## config.mk

```make
export PLATFORM = sky130hd
export DESIGN_NAME = display_scanner_flat
export DESIGN_NICKNAME = d
export VERILOG_FILES = /design/src/rtl/display_scanner_if.sv /design/src/rtl/display_scanner.sv /design/src/flat_wrapper.sv
export SDC_FILE = /design/constraint.sdc
export NUM_CORES = 1
export LEC_CHECK = 0
export BUFFER_PORTS_ARGS = -buffer_cell sky130_fd_sc_hd__buf_2
export CELL_PAD_IN_SITES_DETAIL_PLACEMENT = 0
export CELL_PAD_IN_SITES_GLOBAL_PLACEMENT = 1
export CORE_MARGIN = 4
export CORE_UTILIZATION = 35
export CTS_CLUSTER_SIZE = 25
export DETAILED_ROUTE_END_ITERATION = 7
export GPL_ROUTABILITY_DRIVEN = 0
export PLACE_DENSITY_LB_ADDON = 0.1
export SYNTH_ARGS = -nofsm -noshare
export SYNTH_HDL_FRONTEND = slang
export SYNTH_SLANG_ARGS = --single-unit
```

## constraint.sdc

```tcl
create_clock -name clk -period 2.8 [get_ports clk]
set_input_delay 0.42 -clock clk [delete_from_list [all_inputs] [get_ports clk]]
set_output_delay 0.42 -clock clk [all_outputs]
set_load 0.05 [all_outputs]
```

## src/rtl/display_scanner_if.sv

```systemverilog
// rtl/display_scanner_if.sv - value load and digit drive signals of the seven-segment scanner
interface display_scanner_if #(
    parameter int DIGITS = 4
);
    logic                  load;
    logic [4*DIGITS-1:0]   value;
    logic                  blank_lz;
    logic [3:0]            nibble;
    logic [DIGITS-1:0]     digit_en;
    logic                  pending;
    logic                  frame_tick;

    modport master (
        output load, value, blank_lz,
        input  nibble, digit_en, pending, frame_tick
    );

    modport slave (
        input  load, value, blank_lz,
        output nibble, digit_en, pending, frame_tick
    );
endinterface

```

## src/rtl/display_scanner.sv

```systemverilog
// rtl/display_scanner.sv - time-multiplexed common-anode digit scanner with frame-aligned commit
// Feeds one nibble per slot to the hex decoder and drives the matching active-low digit enable.
module display_scanner #(
    parameter int DIGITS      = 4,
    parameter int REFRESH_DIV = 50000
) (
    input logic              clk,
    input logic              rst,
    display_scanner_if.slave bus
);
    localparam int PRE_W = $clog2(REFRESH_DIV);
    localparam int IDX_W = $clog2(DIGITS);
    localparam logic [PRE_W-1:0] PRE_LAST = PRE_W'(REFRESH_DIV - 1);
    localparam logic [IDX_W-1:0] IDX_LAST = IDX_W'(DIGITS - 1);

    logic [PRE_W-1:0]      pre;
    logic [IDX_W-1:0]      idx;
    logic [4*DIGITS-1:0]   disp;
    logic [4*DIGITS-1:0]   shadow;
    logic                  pendingQ;
    logic                  preWrap;
    logic                  frameTick;
    logic                  zeroRun;
    logic [DIGITS-1:0]     blanked;
    logic [3:0]            nibbleSel;
    logic [DIGITS-1:0]     enSel;

    assign preWrap   = (pre == PRE_LAST);
    assign frameTick = preWrap && (idx == IDX_LAST);

    always_ff @(posedge clk) begin
        if (rst) begin
            pre      <= '0;
            idx      <= '0;
            disp     <= '0;
            shadow   <= '0;
            pendingQ <= 1'b0;
        end else begin
            pre <= preWrap ? '0 : pre + PRE_W'(1);
            if (preWrap) begin
                idx <= (idx == IDX_LAST) ? '0 : idx + IDX_W'(1);
            end
            // disp only moves on the frame boundary so a frame never mixes two values
            if (bus.load && frameTick) begin
                disp     <= bus.value;
                shadow   <= bus.value;
                pendingQ <= 1'b0;
            end else if (frameTick && pendingQ) begin
                disp     <= shadow;
                pendingQ <= 1'b0;
            end else if (bus.load) begin
                shadow   <= bus.value;
                pendingQ <= 1'b1;
            end
        end
    end

    always_comb begin
        zeroRun   = 1'b1;
        blanked   = '0;
        nibbleSel = 4'h0;
        enSel     = '1;
        // walk down from the top digit; a digit blanks while everything above it is zero
        for (int i = DIGITS - 1; i >= 0; i--) begin
            zeroRun    = zeroRun && (disp[4*i +: 4] == 4'h0);
            blanked[i] = bus.blank_lz && (i != 0) && zeroRun;
        end
        for (int i = 0; i < DIGITS; i++) begin
            if (idx == IDX_W'(i)) begin
                nibbleSel = disp[4*i +: 4];
                if ((pre != '0) && !blanked[i]) begin
                    enSel[i] = 1'b0;
                end
            end
        end
    end

    assign bus.nibble     = nibbleSel;
    assign bus.digit_en   = enSel;
    assign bus.pending    = pendingQ;
    assign bus.frame_tick = frameTick;
endmodule
```

## src/flat_wrapper.sv

```systemverilog
// flat-port wrapper written by rule: the top's interface ports become plain ports
module display_scanner_flat 
#(
    parameter int DIGITS      = 4,
    parameter int REFRESH_DIV = 50000
)
  (clk, rst, bus_load, bus_value, bus_blank_lz, bus_nibble, bus_digit_en, bus_pending, bus_frame_tick);
  display_scanner_if #(.DIGITS(DIGITS)) bus_i ();
  input logic clk;
  input logic rst;
  input wire logic [$bits(bus_i.load)-1:0] bus_load;
  input wire logic [$bits(bus_i.value)-1:0] bus_value;
  input wire logic [$bits(bus_i.blank_lz)-1:0] bus_blank_lz;
  output wire logic [$bits(bus_i.nibble)-1:0] bus_nibble;
  output wire logic [$bits(bus_i.digit_en)-1:0] bus_digit_en;
  output wire logic [$bits(bus_i.pending)-1:0] bus_pending;
  output wire logic [$bits(bus_i.frame_tick)-1:0] bus_frame_tick;
  assign bus_i.load = bus_load;
  assign bus_i.value = bus_value;
  assign bus_i.blank_lz = bus_blank_lz;
  assign bus_nibble = bus_i.nibble;
  assign bus_digit_en = bus_i.digit_en;
  assign bus_pending = bus_i.pending;
  assign bus_frame_tick = bus_i.frame_tick;
  display_scanner #(.DIGITS(DIGITS), .REFRESH_DIV(REFRESH_DIV)) u_core (.clk(clk), .rst(rst), .bus(bus_i));
endmodule
```

==> reports/metrics.json, run 1 <==
{
  "crit_path_cell_trace": "ha_1 > or4b_1 > or4_4 > inv_1 > buf_2",
  "vertical_die_dimension_um": 90.3,
  "clock_tree.root_cell": "sky130_fd_sc_hd__clkbuf_8",
  "fin_setup_tns_ps": 0,
  "clock_share_of_power": 0.378,
  "critical_path_buf_inv_count": 2,
  "grt_first_pass_wirelength_mm": 8.58,
  "grtUsageMet1": 0.161,
  "place.detailed.hpwl_mm": 3.55,
  "switching_share": 0.234,
  "hold_path_class": "input pin to flop",
  "yosys.area_share.simple": 0.239,
  "cts-hold-fix-buffers": 0,
  "synthesis.instances": 260,
  "seq_total_area_yosys": 0.430,
  "floorplan.initialDensity": 0.367,
  "globalRouteTotalUtil": 0.127,
  "drv_slew": 0,
  "wl_mm": 4.97,
  "slew-limit-headroom": 0.606,
  "report.final.setup_viol": 0,
  "synth_top_cell_area_share": 0.430,
  "die_area_um2": 8160,
  "globalRoute.busiestLayer": "met2",
  "cts_sinks": 51,
  "power.density_cell_area_nw_per_um2": 507,
  "cts-buffers-inserted": 5,
  "period_needed_ps": 2620,
  "cts-htree-levels": 2,
  "total_leakage_power_nw": 1.09,
  "yosysUniqueCellTypes": 31,
  "worst_skew_pair.late_latency_ps": 310,
  "post_synth.cell_area_avg_um2": 9.12,
  "cap_violations": 0,
  "final-instance-count-excl-fill": 363,
  "worst_slew_pin_slew_ps": 591,
  "via_count_of_the_routed_design": 1792,
  "synth_xor_xnor_area_share": 0.0517,
  "die_w_um": 90.3,
  "worstPathMaxFanout": 10,
  "yosys_register_bits": 51,
  "yosys.area_share.adder": 0.0316,
  "post_synth_main_area_contributors": "sky130_fd_sc_hd__dfxtp_1, sky130_fd_sc_hd__mux2i_1, sky130_fd_sc_hd__mux2_4",
  "clk_transition_reported_paths_ps": 90,
  "groute.layer.met2.usage": 0.211,
  "total_power_mw": 1.37,
  "grt_max_degree": 26,
  "critPathArrivalTime_ps": 2200,
  "dr.pass1.iters": 4,
  "core_area_um2": 6460,
  "netlist_area_um2": 2370,
  "seq_power_share": 0.551,
  "placement.setup.worst_slack_ps": 357,
  "worst_ep_required_time_ps": 2380,
  "drive_gt1_frac": 0.210,
  "power_switching_mw": 0.319,
  "synth.net_count": 286,
  "status": "finished, final reports clean",
  "timing.critical_path.max_delay_family": "simple AND/OR/NAND/NOR gates",
  "yosys.area.top_type": "sky130_fd_sc_hd__dfxtp_1",
  "route.detailed.drc": 0,
  "post-cts-setup-buffer-count": 0,
  "cp_slowest_cell": "sky130_fd_sc_hd__or4_4",
  "skew_ps": 11.4,
  "post_drt_wl_per_cell_um": 13.7,
  "groute.layer.met3.usage": 0.0350,
  "areaGrowthSynthToFinish_pct": 13.4,
  "final_min_period_over_clock_period": 0.936,
  "worst_ir_drop_vdd_mv": 0.227,
  "diodes": 0,
  "filler_cell_count": 676,
  "cts-root-to-sink-buffers": 2,
  "timing_hold_violations_final": 0,
  "area_fraction_in_compound_gates_after_synthesis": 0.0580,
  "row_count": 29,
  "first_iter_violations": 78,
  "dp.cells": 355,
  "rsz_0062_raised_after_global_routing": "no",
  "synth_mux_area_frac": 0.149,
  "worst_path_largest_cell_delay_ps": 490,
  "postRouteAntennaNets": 0,
  "internal_power_mw": 1.05,
  "grt-ovfl-total": 0,
  "grt_antenna_before_repair": 0,
  "detail_route.vias_per_cell": 4.94,
  "cts_tree": "built",
  "power_frac_comb": 0.071,
  "finalNetCount": 311,
  "yosysWarnings": 0,
  "ioPinCount": 30,
  "fmax_mhz": 382,
  "timing.critical_path.from_type": "flop",
  "critical_path_class": "flop to output pin",
  "synth_top_family_by_area": "simple AND/OR/NAND/NOR gates",
  "worstSetupEndpointType": "output pin",
  "first_global_vias": 1775,
  "finalCoreUtilization": 0.417,
  "timing.final.ws_setup_ps": 179,
  "port-buffer-count": 29
}
metal layers:
metal | vias to the layer above | wire [µm]
met5 | - | 0
met4 | 0 | 45
met3 | 5 | 191
met2 | 22 | 2280
met1 | 829 | 2450
li1 | 936 | -
per-stage QoR:
stage | area (µm²) | hold WS [ps]
finish | 2690 | 368
global route | 2690 | 387
CTS | 2690 | 359
detailed placement | 2570 | 466
global placement | 2570 | 462
floorplan | 2370 | 442
tightest hold or removal path: stages:
cell                      delay, ps
sky130_fd_sc_hd__buf_2           90
sky130_fd_sc_hd__mux2i_1         60
sky130_fd_sc_hd__nor2_1          70
cells in the final DEF, fill, tap and decap left out:
cell                        count
sky130_fd_sc_hd__nor3_1         4
sky130_fd_sc_hd__or2_2          5
sky130_fd_sc_hd__nor4b_1        1
sky130_fd_sc_hd__ha_1           6
sky130_fd_sc_hd__or4b_1         1
sky130_fd_sc_hd__o211ai_1       1
sky130_fd_sc_hd__nand4_1        7
sky130_fd_sc_hd__a22oi_1        4
sky130_fd_sc_hd__nand3b_1       4
sky130_fd_sc_hd__nor4_1         9
sky130_fd_sc_hd__dfxtp_1       51
sky130_fd_sc_hd__mux2i_1       18
sky130_fd_sc_hd__clkinv_4       1
sky130_fd_sc_hd__nor2_1        40
sky130_fd_sc_hd__or2_4          1
sky130_fd_sc_hd__nor2b_1       13
sky130_fd_sc_hd__clkinv_2       1
sky130_fd_sc_hd__clkbuf_8       5
sky130_fd_sc_hd__or4_4          2
sky130_fd_sc_hd__buf_4          3
sky130_fd_sc_hd__o21ai_0        8
sky130_fd_sc_hd__nand2_1       13
sky130_fd_sc_hd__or3_1          1
sky130_fd_sc_hd__buf_2         29
sky130_fd_sc_hd__or4_1          1
sky130_fd_sc_hd__nand3_1        9
sky130_fd_sc_hd__mux2_2         2
sky130_fd_sc_hd__bufinv_16      1
sky130_fd_sc_hd__xor2_1         1
sky130_fd_sc_hd__a21oi_1       12
sky130_fd_sc_hd__xnor2_1       13
sky130_fd_sc_hd__inv_1          9
sky130_fd_sc_hd__mux2_4        10
kinds of logic (layout without fill, tap and decap cells):
logic type	count (synthesis)	in the layout
AND/OR/NAND/NOR	111	111
adder cells (fa/ha/maj)	6	6
flip-flops	51	51
buffers and inverters	23	49
AO/OA/AOI/OAI	25	25
XOR/XNOR	14	14
multiplexers	30	30
sequential cells by signal (all words and copies together) (netlist names):
register	cells
u_core.shadow	16
u_core.pre	16
u_core.disp	16
u_core.idx	2
u_core.bus.pending	1
power by group through the flow:
| stage | combinational (mW) | clock (mW) | sequential, mW |
|---|---|---|---|
| 6_report | 0.0964 | 0.516 | 0.752 |
| 5_1_grt | 0.108 | 0.568 | 0.755 |
| 4_1_cts | 0.0987 | 0.534 | 0.752 |
| 3_5_place_dp | 0.0986 | 0 | 0.769 |
| 3_3_place_gp | 0.0983 | 0 | 0.769 |
| 2_1_floorplan | 0.0655 | 0 | 0.770 |
repair_timing:
item,in CTS,in global routing
endpoints found under the hold margin,0,0
setup endpoints to repair,0,1
gates resized for setup,0,1
path summary, 6_finish.rpt:
check / depth (start not counted) / start / end / slack, ps
max: 5 / u_core.idx[0]$_SDFFE_PP0N_ / bus_frame_tick / 180
min: 3 / bus_value[13] / u_core.shadow[13]$_SDFFE_PP0P_ / 370
max reg2reg: 5 / u_core.idx[0]$_SDFFE_PP0N_ / u_core.disp[10]$_SDFFE_PP0P_ / 460
min reg2reg: 1 / u_core.pre[0]$_SDFF_PP0_ / u_core.pre[0]$_SDFF_PP0_ / 490
Yosys cell counts:
master and number:
sky130_fd_sc_hd__nor4b_1 1, sky130_fd_sc_hd__or4b_1 1, sky130_fd_sc_hd__o211ai_1 1, sky130_fd_sc_hd__buf_6 1, sky130_fd_sc_hd__mux2_2 2, sky130_fd_sc_hd__buf_1 3, sky130_fd_sc_hd__nand3b_1 4, sky130_fd_sc_hd__nor4_1 9
sky130_fd_sc_hd__nor2b_1 13, sky130_fd_sc_hd__dfxtp_1 51, sky130_fd_sc_hd__or3_1 1, sky130_fd_sc_hd__nand3_1 9, sky130_fd_sc_hd__or2_4 1, sky130_fd_sc_hd__mux2_4 10, sky130_fd_sc_hd__or4_4 1, sky130_fd_sc_hd__buf_2 2
sky130_fd_sc_hd__xor2_1 1, sky130_fd_sc_hd__or2_2 5, sky130_fd_sc_hd__nand4_1 7, sky130_fd_sc_hd__ha_1 6, sky130_fd_sc_hd__inv_1 9, sky130_fd_sc_hd__a22oi_1 4, sky130_fd_sc_hd__clkbuf_1 8, sky130_fd_sc_hd__xnor2_1 13
sky130_fd_sc_hd__a21oi_1 12, sky130_fd_sc_hd__nor3_1 4, sky130_fd_sc_hd__or4_1 2, sky130_fd_sc_hd__o21ai_0 8, sky130_fd_sc_hd__nand2_1 13, sky130_fd_sc_hd__mux2i_1 18, sky130_fd_sc_hd__nor2_1 40
final cells by class:
type	count	area, µm²	area share
clock buffer	5	68.8	0.0256
clock inverter	3	43.8	0.0163
tap	77	96.3	0.0358
inverter	9	33.8	0.0126
multi-input combinational	186	1260	0.468
timing repair buffer	32	168	0.0623
sequential	51	1020	0.380
No activity file was read; power rests on OpenSTA's default activity.
==> run 2, diff against run 1 <==
--- a/config.mk
+++ b/config.mk
@@ -13,6 +13,7 @@
 export CTS_CLUSTER_SIZE = 25
 export DETAILED_ROUTE_END_ITERATION = 7
 export GPL_ROUTABILITY_DRIVEN = 0
+export MAX_ROUTING_LAYER = met4
 export PLACE_DENSITY_LB_ADDON = 0.1
 export SYNTH_ARGS = -nofsm -noshare
 export SYNTH_HDL_FRONTEND = slang
==> run 2 against run 1 <==
Compared with the run above: sequential share of layout area unchanged; global-route usage increased by 0.38 points; die area unchanged; clock skew about the same; combinational power about the same; largest cell class unchanged; highest routed layer unchanged.
==> reports/metrics.json, run 2 (synthesis gave the netlist of run 1 again) <==
{
  "status": {"value": "finished, final reports clean", "change": "unchanged"},
  "final-instance-count-excl-fill": {"value": 363, "change": "unchanged"},
  "die_area": {"value": 8160, "unit": "µm²", "change": "unchanged"},
  "grt_max_degree": {"value": 26, "change": "unchanged"},
  "postRouteAntennaNets": {"value": 0, "change": "unchanged"},
  "via_count_of_the_routed_design": {"value": 1792, "change": "unchanged"},
  "worst_ep_required_time": {"value": 2380, "unit": "ps", "change": "about the same"},
  "clock_tree.root_cell": {"value": "sky130_fd_sc_hd__clkbuf_8", "change": "unchanged"},
  "port-buffer-count": {"value": 29, "change": "unchanged"},
  "drv_slew": {"value": 0, "change": "unchanged"},
  "power_switching": {"value": 0.321, "unit": "mW", "change": "was 0.319 mW"},
  "die_w": {"value": 90.3, "unit": "µm", "change": "unchanged"},
  "hold_path_end": {"value": "u_core.shadow[13]$_SDFFE_PP0P_", "change": "unchanged"},
  "row_count": {"value": 29, "change": "unchanged"},
  "worst_setup_slack_for_register_to_register_paths": {"value": 460, "unit": "ps", "change": "about the same"},
  "first_iter_violations": {"value": 77, "change": "was 78"},
  "design_area": {"value": 2690, "unit": "µm²", "change": "unchanged"},
  "worst_slew_pin_slew": {"value": 591, "unit": "ps", "change": "about the same"},
  "fin_setup_tns": {"value": 0, "unit": "ps", "change": "unchanged"},
  "worstSetupEndpointType": {"value": "output pin", "change": "unchanged"},
  "timing.critical_path.max_delay_family": {"value": "simple AND/OR/NAND/NOR gates", "change": "unchanged"},
  "cts_tree": {"value": "built", "change": "unchanged"},
  "critPathArrivalTime": {"value": 2200, "unit": "ps", "change": "about the same"},
  "report.final.setup_viol": {"value": 0, "change": "unchanged"},
  "cts-hold-fix-buffers": {"value": 0, "change": "unchanged"},
  "cts-buffers-inserted": {"value": 5, "change": "unchanged"},
  "post_detailed_placement_cell_area": {"value": 2570, "unit": "µm²", "change": "unchanged"},
  "timing.critical_path.from_type": {"value": "flop", "change": "unchanged"},
  "filler_cell_count": {"value": 676, "change": "unchanged"},
  "grt_first_pass_wirelength": {"value": 8.60, "unit": "mm", "change": "was 8.58 mm"},
  "seqCellArea": {"value": 1020, "unit": "µm²", "change": "unchanged"},
  "floorplan.initialDensity": {"value": 0.367, "change": "unchanged"},
  "slew-limit-headroom": {"value": 0.606, "change": "about the same"},
  "areaGrowthSynthToFinish": {"value": 13.4, "unit": "%", "change": "unchanged"},
  "timing.hold.worst_path_depth": {"value": 3, "change": "unchanged"},
  "clk_transition_reported_paths": {"value": 90, "unit": "ps", "change": "about the same"},
  "critical_path_buf_inv_count": {"value": 2, "change": "unchanged"},
  "worst_path_largest_cell_delay": {"value": 490, "unit": "ps", "change": "about the same"},
  "diodes": {"value": 0, "change": "unchanged"},
  "globalRouteTotalUtil": {"value": 0.131, "change": "was 0.127"},
  "wl": {"value": 4.98, "unit": "mm", "change": "was 4.97 mm"},
  "layout_commonest_cell": {"value": "sky130_fd_sc_hd__dfxtp_1", "change": "unchanged"},
  "area_of_the_multi_input_gates": {"value": 1260, "unit": "µm²", "change": "unchanged"},
  "rsz_0062_raised_after_global_routing": {"value": "no", "change": "unchanged"},
  "critical_path_class": {"value": "flop to output pin", "change": "unchanged"},
  "grt_antenna_before_repair": {"value": 0, "change": "unchanged"},
  "place.detailed.hpwl": {"value": 3.55, "unit": "mm", "change": "unchanged"},
  "power.density_cell_area": {"value": 508, "unit": "nW/µm²", "change": "was 507 nW/µm²"},
  "cts_sinks": {"value": 51, "change": "unchanged"},
  "worst_skew_pair.late_latency": {"value": 310, "unit": "ps", "change": "about the same"},
  "detail_route.vias_per_cell": {"value": 4.94, "change": "unchanged"},
  "crit_path_cell_trace": {"value": "ha_1 > or4b_1 > or4_4 > inv_1 > buf_2", "change": "unchanged"},
  "cts-root-to-sink-buffers": {"value": 2, "change": "unchanged"},
  "route.detailed.drc": {"value": 0, "change": "unchanged"},
  "worst_ir_drop_vdd": {"value": 0.227, "unit": "mV", "change": "about the same"},
  "internal_power": {"value": 1.05, "unit": "mW", "change": "about the same"},
  "skew": {"value": 11.4, "unit": "ps", "change": "about the same"},
  "regToRegStartpoint": {"value": "u_core.idx[0]$_SDFFE_PP0N_", "change": "unchanged"},
  "finalCoreUtilization": {"value": 0.417, "change": "unchanged"},
  "vertical_die_dimension": {"value": 90.3, "unit": "µm", "change": "unchanged"},
  "fmax": {"value": 381, "unit": "MHz", "change": "was 382 MHz"},
  "largestRegisters": {"value": "u_core.disp (16), u_core.pre (16), u_core.shadow (16)", "change": "unchanged"},
  "first_global_vias": {"value": 1775, "change": "unchanged"},
  "post_drt_wl_per_cell": {"value": 13.7, "unit": "µm", "change": "about the same"},
  "timing_hold_violations_final": {"value": 0, "change": "unchanged"},
  "cts-htree-levels": {"value": 2, "change": "unchanged"},
  "seq_power_share": {"value": 0.550, "change": "was 0.551"},
  "power_frac_comb": {"value": 0.071, "change": "about the same"},
  "rr_worst_depth": {"value": 5, "change": "unchanged"},
  "cap_violations": {"value": 0, "change": "unchanged"},
  "dp.cells": {"value": 355, "change": "unchanged"},
  "ioPinCount": {"value": 30, "change": "unchanged"},
  "dr.pass1.iters": {"value": 4, "change": "unchanged"},
  "period_needed": {"value": 2620, "unit": "ps", "change": "about the same"},
  "final.hold.worst_slack": {"value": 368, "unit": "ps", "change": "about the same"},
  "switching_share": {"value": 0.235, "change": "was 0.234"},
  "rr_endpoint": {"value": "u_core.disp[10]$_SDFFE_PP0P_", "change": "unchanged"},
  "final_min_period_over_clock_period": {"value": 0.936, "change": "about the same"},
  "final_cell_mix": {"value": "sky130_fd_sc_hd__dfxtp_1, sky130_fd_sc_hd__nor2_1, sky130_fd_sc_hd__buf_2", "change": "unchanged"},
  "clock_share_of_power": {"value": 0.379, "change": "was 0.378"},
  "cp_slowest_cell": {"value": "sky130_fd_sc_hd__or4_4", "change": "unchanged"},
  "hold_path_class": {"value": "input pin to flop", "change": "unchanged"},
  "total_leakage_power": {"value": 1.09, "unit": "nW", "change": "unchanged"},
  "core_area": {"value": 6460, "unit": "µm²", "change": "unchanged"},
  "drive_gt1_frac": {"value": 0.210, "change": "unchanged"},
  "finalNetCount": {"value": 311, "change": "unchanged"},
  "grt-ovfl-total": {"value": 0, "change": "unchanged"},
  "worstPathMaxFanout": {"value": 10, "change": "unchanged"},
  "hold_path_startpoint": {"value": "bus_value[13]", "change": "unchanged"}
}
==> run 2: per-stage QoR <==
stage	setup slack [ps]	total power, mW
after floorplan	290	0.835
after global placement	407	0.867
after detailed placement	357	0.868
after CTS	61.0	1.39
after global routing	94.5	1.43
final	179	1.37
==> run 2: timing repair <==
| action | CTS | global route |
|---|---|---|
| gates resized for setup | 0 | 1 |
| buffers inserted | 0 | 0 |
| setup endpoints to repair | 0 | 1 |
| endpoints found under the hold margin | 0 | 0 |
==> run 2: power groups by stage <==
| stage | combinational (mW) | clock [mW] | sequential, mW |
|---|---|---|---|
| final | 0.0964 | 0.519 | 0.752 |
| after global routing | 0.108 | 0.567 | 0.755 |
| after CTS | 0.0987 | 0.534 | 0.752 |
| after floorplan | 0.0655 | 0 | 0.770 |
| after global placement | 0.0983 | 0 | 0.769 |
| after detailed placement | 0.0986 | 0 | 0.769 |
==> run 2: worst max path at each step <==
stage	from	slack, ps	cells after the start	end
floorplan	u_core.idx[1]$_SDFFE_PP0N_	290	6	bus_nibble[0]
global placement	u_core.idx[0]$_SDFFE_PP0N_	410	5	u_core.disp[5]$_SDFFE_PP0P_
detailed placement	u_core.idx[0]$_SDFFE_PP0N_	360	5	u_core.disp[7]$_SDFFE_PP0P_
CTS	u_core.idx[0]$_SDFFE_PP0N_	60	5	bus_frame_tick
global route	u_core.idx[0]$_SDFFE_PP0N_	90	5	bus_frame_tick
finish	u_core.idx[0]$_SDFFE_PP0N_	180	5	bus_frame_tick
==> run 2: worst reg2reg max path, delay by kind of cell, from the launching register on <==
family	cells	cell delay, ps
AND/OR/NAND/NOR	3	1300
flip-flops	1	420
multiplexers	1	320
adder cells (fa/ha/maj)	1	210
==> run 2: layout make-up <==
class / count / share of cell area
Clock buffer: 5 / 0.0256
Inverter: 9 / 0.0126
Clock inverter: 3 / 0.0163
Multi-Input combinational cell: 186 / 0.468
Sequential cell: 51 / 0.380
Timing Repair Buffer: 32 / 0.0623
Tap cell: 77 / 0.0358
==> run 2: routing by layer <==
layer,vias up,share of wire,global-route usage
li1,934,-,-
met1,831,0.49,0.161
met3,5,0.038,0.0350
met4,0,0.0090,0.0383
met2,22,0.46,0.212
met5,-,0,-
==> run 3, diff against run 2 <==
--- a/config.mk
+++ b/config.mk
@@ -9,7 +9,7 @@
 export CELL_PAD_IN_SITES_DETAIL_PLACEMENT = 0
 export CELL_PAD_IN_SITES_GLOBAL_PLACEMENT = 1
 export CORE_MARGIN = 4
-export CORE_UTILIZATION = 35
+export CORE_UTILIZATION = 40
 export CTS_CLUSTER_SIZE = 25
 export DETAILED_ROUTE_END_ITERATION = 7
 export GPL_ROUTABILITY_DRIVEN = 0
==> constraint.sdc (replaced) <==
create_clock -name clk -period 2.8 [get_ports clk]
set_input_delay 0 -clock clk [delete_from_list [all_inputs] [get_ports clk]]
set_output_delay 0 -clock clk [all_outputs]
set_load 0.05 [all_outputs]
==> run 3 against run 2 <==
Compared with the run above: the run now ends with negative hold slack left; critical endpoint unchanged; clock skew decreased by 6.2 ps; sequential power about the same; fmax increased by 17%; largest power group unchanged; total power increased by 6.3%; die area decreased by 11%; hold slack got worse by 370 ps; non-clock buffer count increased by 9; final cell count increased by 1.1%; setup slack improved by 370 ps.
==> reports/metrics.json, run 3 (synthesis gave the netlist of run 1 again) <==
{
  "post_detailed_placement_cell_area": {"value": 2570, "unit": "µm²", "change": "about the same"},
  "critical_path_class": {"value": "flop to output pin", "change": "unchanged"},
  "hold_path_class": {"value": "input pin to flop", "change": "unchanged"},
  "via_count_of_the_routed_design": {"value": 1858, "change": "was 1,792"},
  "status": {"value": "complete, but fails checks", "change": "was finished, final reports clean"},
  "drive_gt1_frac": {"value": 0.197, "change": "was 0.210"},
  "ioPinCount": {"value": 30, "change": "unchanged"},
  "cap_violations": {"value": 0, "change": "unchanged"},
  "period_needed": {"value": 2250, "unit": "ps", "change": "was 2620 ps"},
  "timing.critical_path.max_delay_family": {"value": "simple AND/OR/NAND/NOR gates", "change": "unchanged"},
  "clock_share_of_power": {"value": 0.411, "change": "was 0.379"},
  "worst_ep_required_time": {"value": 2800, "unit": "ps", "change": "was 2380 ps"},
  "floorplan.initialDensity": {"value": 0.420, "change": "was 0.367"},
  "cts-buffers-inserted": {"value": 5, "change": "unchanged"},
  "cts_sinks": {"value": 51, "change": "unchanged"},
  "vertical_die_dimension": {"value": 85.0, "unit": "µm", "change": "was 90.3 µm"},
  "power_switching": {"value": 0.309, "unit": "mW", "change": "was 0.321 mW"},
  "wl": {"value": 4.89, "unit": "mm", "change": "was 4.98 mm"},
  "finalNetCount": {"value": 320, "change": "was 311"},
  "switching_share": {"value": 0.213, "change": "was 0.235"},
  "worstSetupEndpointType": {"value": "output pin", "change": "unchanged"},
  "final_cell_mix": {"value": "sky130_fd_sc_hd__dfxtp_1, sky130_fd_sc_hd__nor2_1, sky130_fd_sc_hd__buf_2", "change": "unchanged"},
  "diodes": {"value": 0, "change": "unchanged"},
  "final_min_period_over_clock_period": {"value": 0.803, "change": "was 0.936"},
  "die_area": {"value": 7230, "unit": "µm²", "change": "was 8160 µm²"},
  "cts.repair.resized": {"value": 0, "change": "unchanged"},
  "detail_route.vias_per_cell": {"value": 5.06, "change": "was 4.94"},
  "postRouteAntennaNets": {"value": 0, "change": "unchanged"},
  "total_leakage_power": {"value": 1.13, "unit": "nW", "change": "was 1.09 nW"},
  "fin_setup_tns": {"value": 0, "unit": "ps", "change": "unchanged"},
  "row_count": {"value": 27, "change": "was 29"},
  "areaGrowthSynthToFinish": {"value": 17.6, "unit": "%", "change": "was 13.4%"},
  "final.hold.worst_slack": {"value": -1.98, "unit": "ps", "change": "was 368 ps"},
  "critPathArrivalTime": {"value": 2250, "unit": "ps", "change": "was 2200 ps"},
  "highest_layer": {"value": "met4", "change": "unchanged"},
  "cts-htree-levels": {"value": 2, "change": "unchanged"},
  "worstPathMaxFanout": {"value": 9, "change": "was 10"},
  "skew": {"value": 5.20, "unit": "ps", "change": "was 11.4 ps"},
  "drv_slew": {"value": 0, "change": "unchanged"},
  "clock_tree.root_cell": {"value": "sky130_fd_sc_hd__clkbuf_8", "change": "unchanged"},
  "grt_antenna_before_repair": {"value": 0, "change": "unchanged"},
  "filler_cell_count": {"value": 544, "change": "was 676"},
  "critical_path_buf_inv_count": {"value": 3, "change": "was 2"},
  "worst_slew_pin_slew": {"value": 676, "unit": "ps", "change": "was 591 ps"},
  "failed_checks": "negative hold slack",
  "total_power": {"value": 1.45, "unit": "mW", "change": "was 1.37 mW"},
  "clk_transition_reported_paths": {"value": 90, "unit": "ps", "change": "about the same"},
  "cts_tree": {"value": "built", "change": "unchanged"},
  "power.density_cell_area": {"value": 521, "unit": "nW/µm²", "change": "was 508 nW/µm²"},
  "seq_power_share": {"value": 0.518, "change": "was 0.550"},
  "worst_ir_drop_vdd": {"value": 0.220, "unit": "mV", "change": "was 0.227 mV"},
  "power_frac_comb": {"value": 0.072, "change": "was 0.071"},
  "crit_path_cell_trace": {"value": "ha_1 > or4b_1 > or4_1 > buf_4 > inv_1 > buf_2", "change": "was ha_1 > or4b_1 > or4_4 > inv_1 > buf_2"},
  "grt-ovfl-total": {"value": 0, "change": "unchanged"},
  "grt_first_pass_wirelength": {"value": 8.38, "unit": "mm", "change": "was 8.60 mm"},
  "fmax": {"value": 445, "unit": "MHz", "change": "was 381 MHz"},
  "dr.pass1.iters": {"value": 4, "change": "unchanged"},
  "timing.critical_path.from_type": {"value": "flop", "change": "unchanged"},
  "slew-limit-headroom": {"value": 0.549, "change": "was 0.606"},
  "post_drt_wl_per_cell": {"value": 13.3, "unit": "µm", "change": "was 13.7 µm"},
  "core_area": {"value": 5640, "unit": "µm²", "change": "was 6460 µm²"},
  "route.met2.wl": {"value": 2.24, "unit": "mm", "change": "was 2.28 mm"},
  "layout_commonest_cell": {"value": "sky130_fd_sc_hd__dfxtp_1", "change": "unchanged"},
  "design_area": {"value": 2790, "unit": "µm²", "change": "was 2690 µm²"},
  "largestRegisters": {"value": "u_core.disp (16), u_core.pre (16), u_core.shadow (16)", "change": "unchanged"},
  "internal_power": {"value": 1.14, "unit": "mW", "change": "was 1.05 mW"},
  "worst_path_largest_cell_delay": {"value": 430, "unit": "ps", "change": "was 490 ps"},
  "post-cts-setup-buffer-count": {"value": 0, "change": "unchanged"},
  "globalRouteTotalUtil": {"value": 0.146, "change": "was 0.131"},
  "timing_hold_violations_final": {"value": 1, "change": "was 0"},
  "first_iter_violations": {"value": 67, "change": "was 77"},
  "route.met3.wl": {"value": 215, "unit": "µm", "change": "was 191 µm"},
  "worst_skew_pair.late_latency": {"value": 300, "unit": "ps", "change": "was 310 ps"},
  "port-buffer-count": {"value": 29, "change": "unchanged"},
  "place.detailed.hpwl": {"value": 3.47, "unit": "mm", "change": "was 3.55 mm"},
  "route.detailed.drc": {"value": 0, "change": "unchanged"},
  "first_global_vias": {"value": 1738, "change": "was 1,775"},
  "rsz_0062_raised_after_global_routing": {"value": "no", "change": "unchanged"},
  "die_w": {"value": 85.0, "unit": "µm", "change": "was 90.3 µm"},
  "grt_max_degree": {"value": 38, "change": "was 26"},
  "wl_met1": {"value": 2.38, "unit": "mm", "change": "was 2.46 mm"},
  "cts-hold-fix-buffers": {"value": 9, "change": "was 0"},
  "cp_slowest_cell": {"value": "sky130_fd_sc_hd__or4_1", "change": "was sky130_fd_sc_hd__or4_4"},
  "cts-root-to-sink-buffers": {"value": 2, "change": "unchanged"},
  "report.final.setup_viol": {"value": 0, "change": "unchanged"}
}
[run 3: cell types whose count changed in the layout (fill, tap and decap cells not counted)]
cell	change
sky130_fd_sc_hd__dlygate4sd3_1	+9
sky130_fd_sc_hd__bufinv_16	+1
sky130_fd_sc_hd__clkbuf_1	+1
sky130_fd_sc_hd__clkinv_2	-1
sky130_fd_sc_hd__clkinv_4	-1
sky130_fd_sc_hd__or4_1	+1
sky130_fd_sc_hd__or4_4	-1
[run 3: power groups by stage]
stage	Clock [mW]	Combinational, mW	Sequential [mW]
after CTS	0.618	0.107	0.753
after global routing	0.644	0.117	0.755
after floorplan	0	0.0655	0.770
final	0.597	0.104	0.753
after detailed placement	0	0.0972	0.770
after global placement	0	0.0960	0.769
[run 3: stage by stage]
step	instances	utilization	setup WS [ps]	hold WS, ps
floorplan	260	-	505	147
global placement	350	0.455	609	256
detailed placement	350	0.455	579	264
CTS	367	0.495	533	1.88
global route	367	0.495	398	26.4
finish	367	0.495	552	-1.98
[run 3: final timing paths]
path	startpoint	to	slack [ps]	cells past startpoint
setup / recovery	u_core.idx[0]$_SDFFE_PP0N_	bus_frame_tick	550	6
hold / removal	bus_value[12]	u_core.shadow[12]$_SDFFE_PP0P_	-2	3
setup reg to reg	u_core.idx[0]$_SDFFE_PP0N_	u_core.disp[15]$_SDFFE_PP0P_	560	5
hold reg to reg	u_core.pre[0]$_SDFF_PP0_	u_core.pre[0]$_SDFF_PP0_	500	1
[run 3: routing by layer]
metal	global-route usage	vias up
met5	-	-
met4	0.0345	0
met3	0.0330	6
met2	0.227	33
met1	0.193	865
li1	-	954
[run 3: area by class of cell]
cell class              count  area [µm²]  area share
repair buffers             41         258      0.0924
multi-input cells         186        1250       0.450
clock inverters             2        60.1      0.0215
inverters                   9        33.8      0.0121
clock buffers               6        72.6      0.0260
well taps                  72        90.1      0.0323
flip-flops and latches     51        1020       0.366
[run 3: worst min-delay path, delay by kind of cell]
family	cells	cell delay, ps
AND/OR/NAND/NOR	1	120
buffers and inverters	1	70
multiplexers	1	50
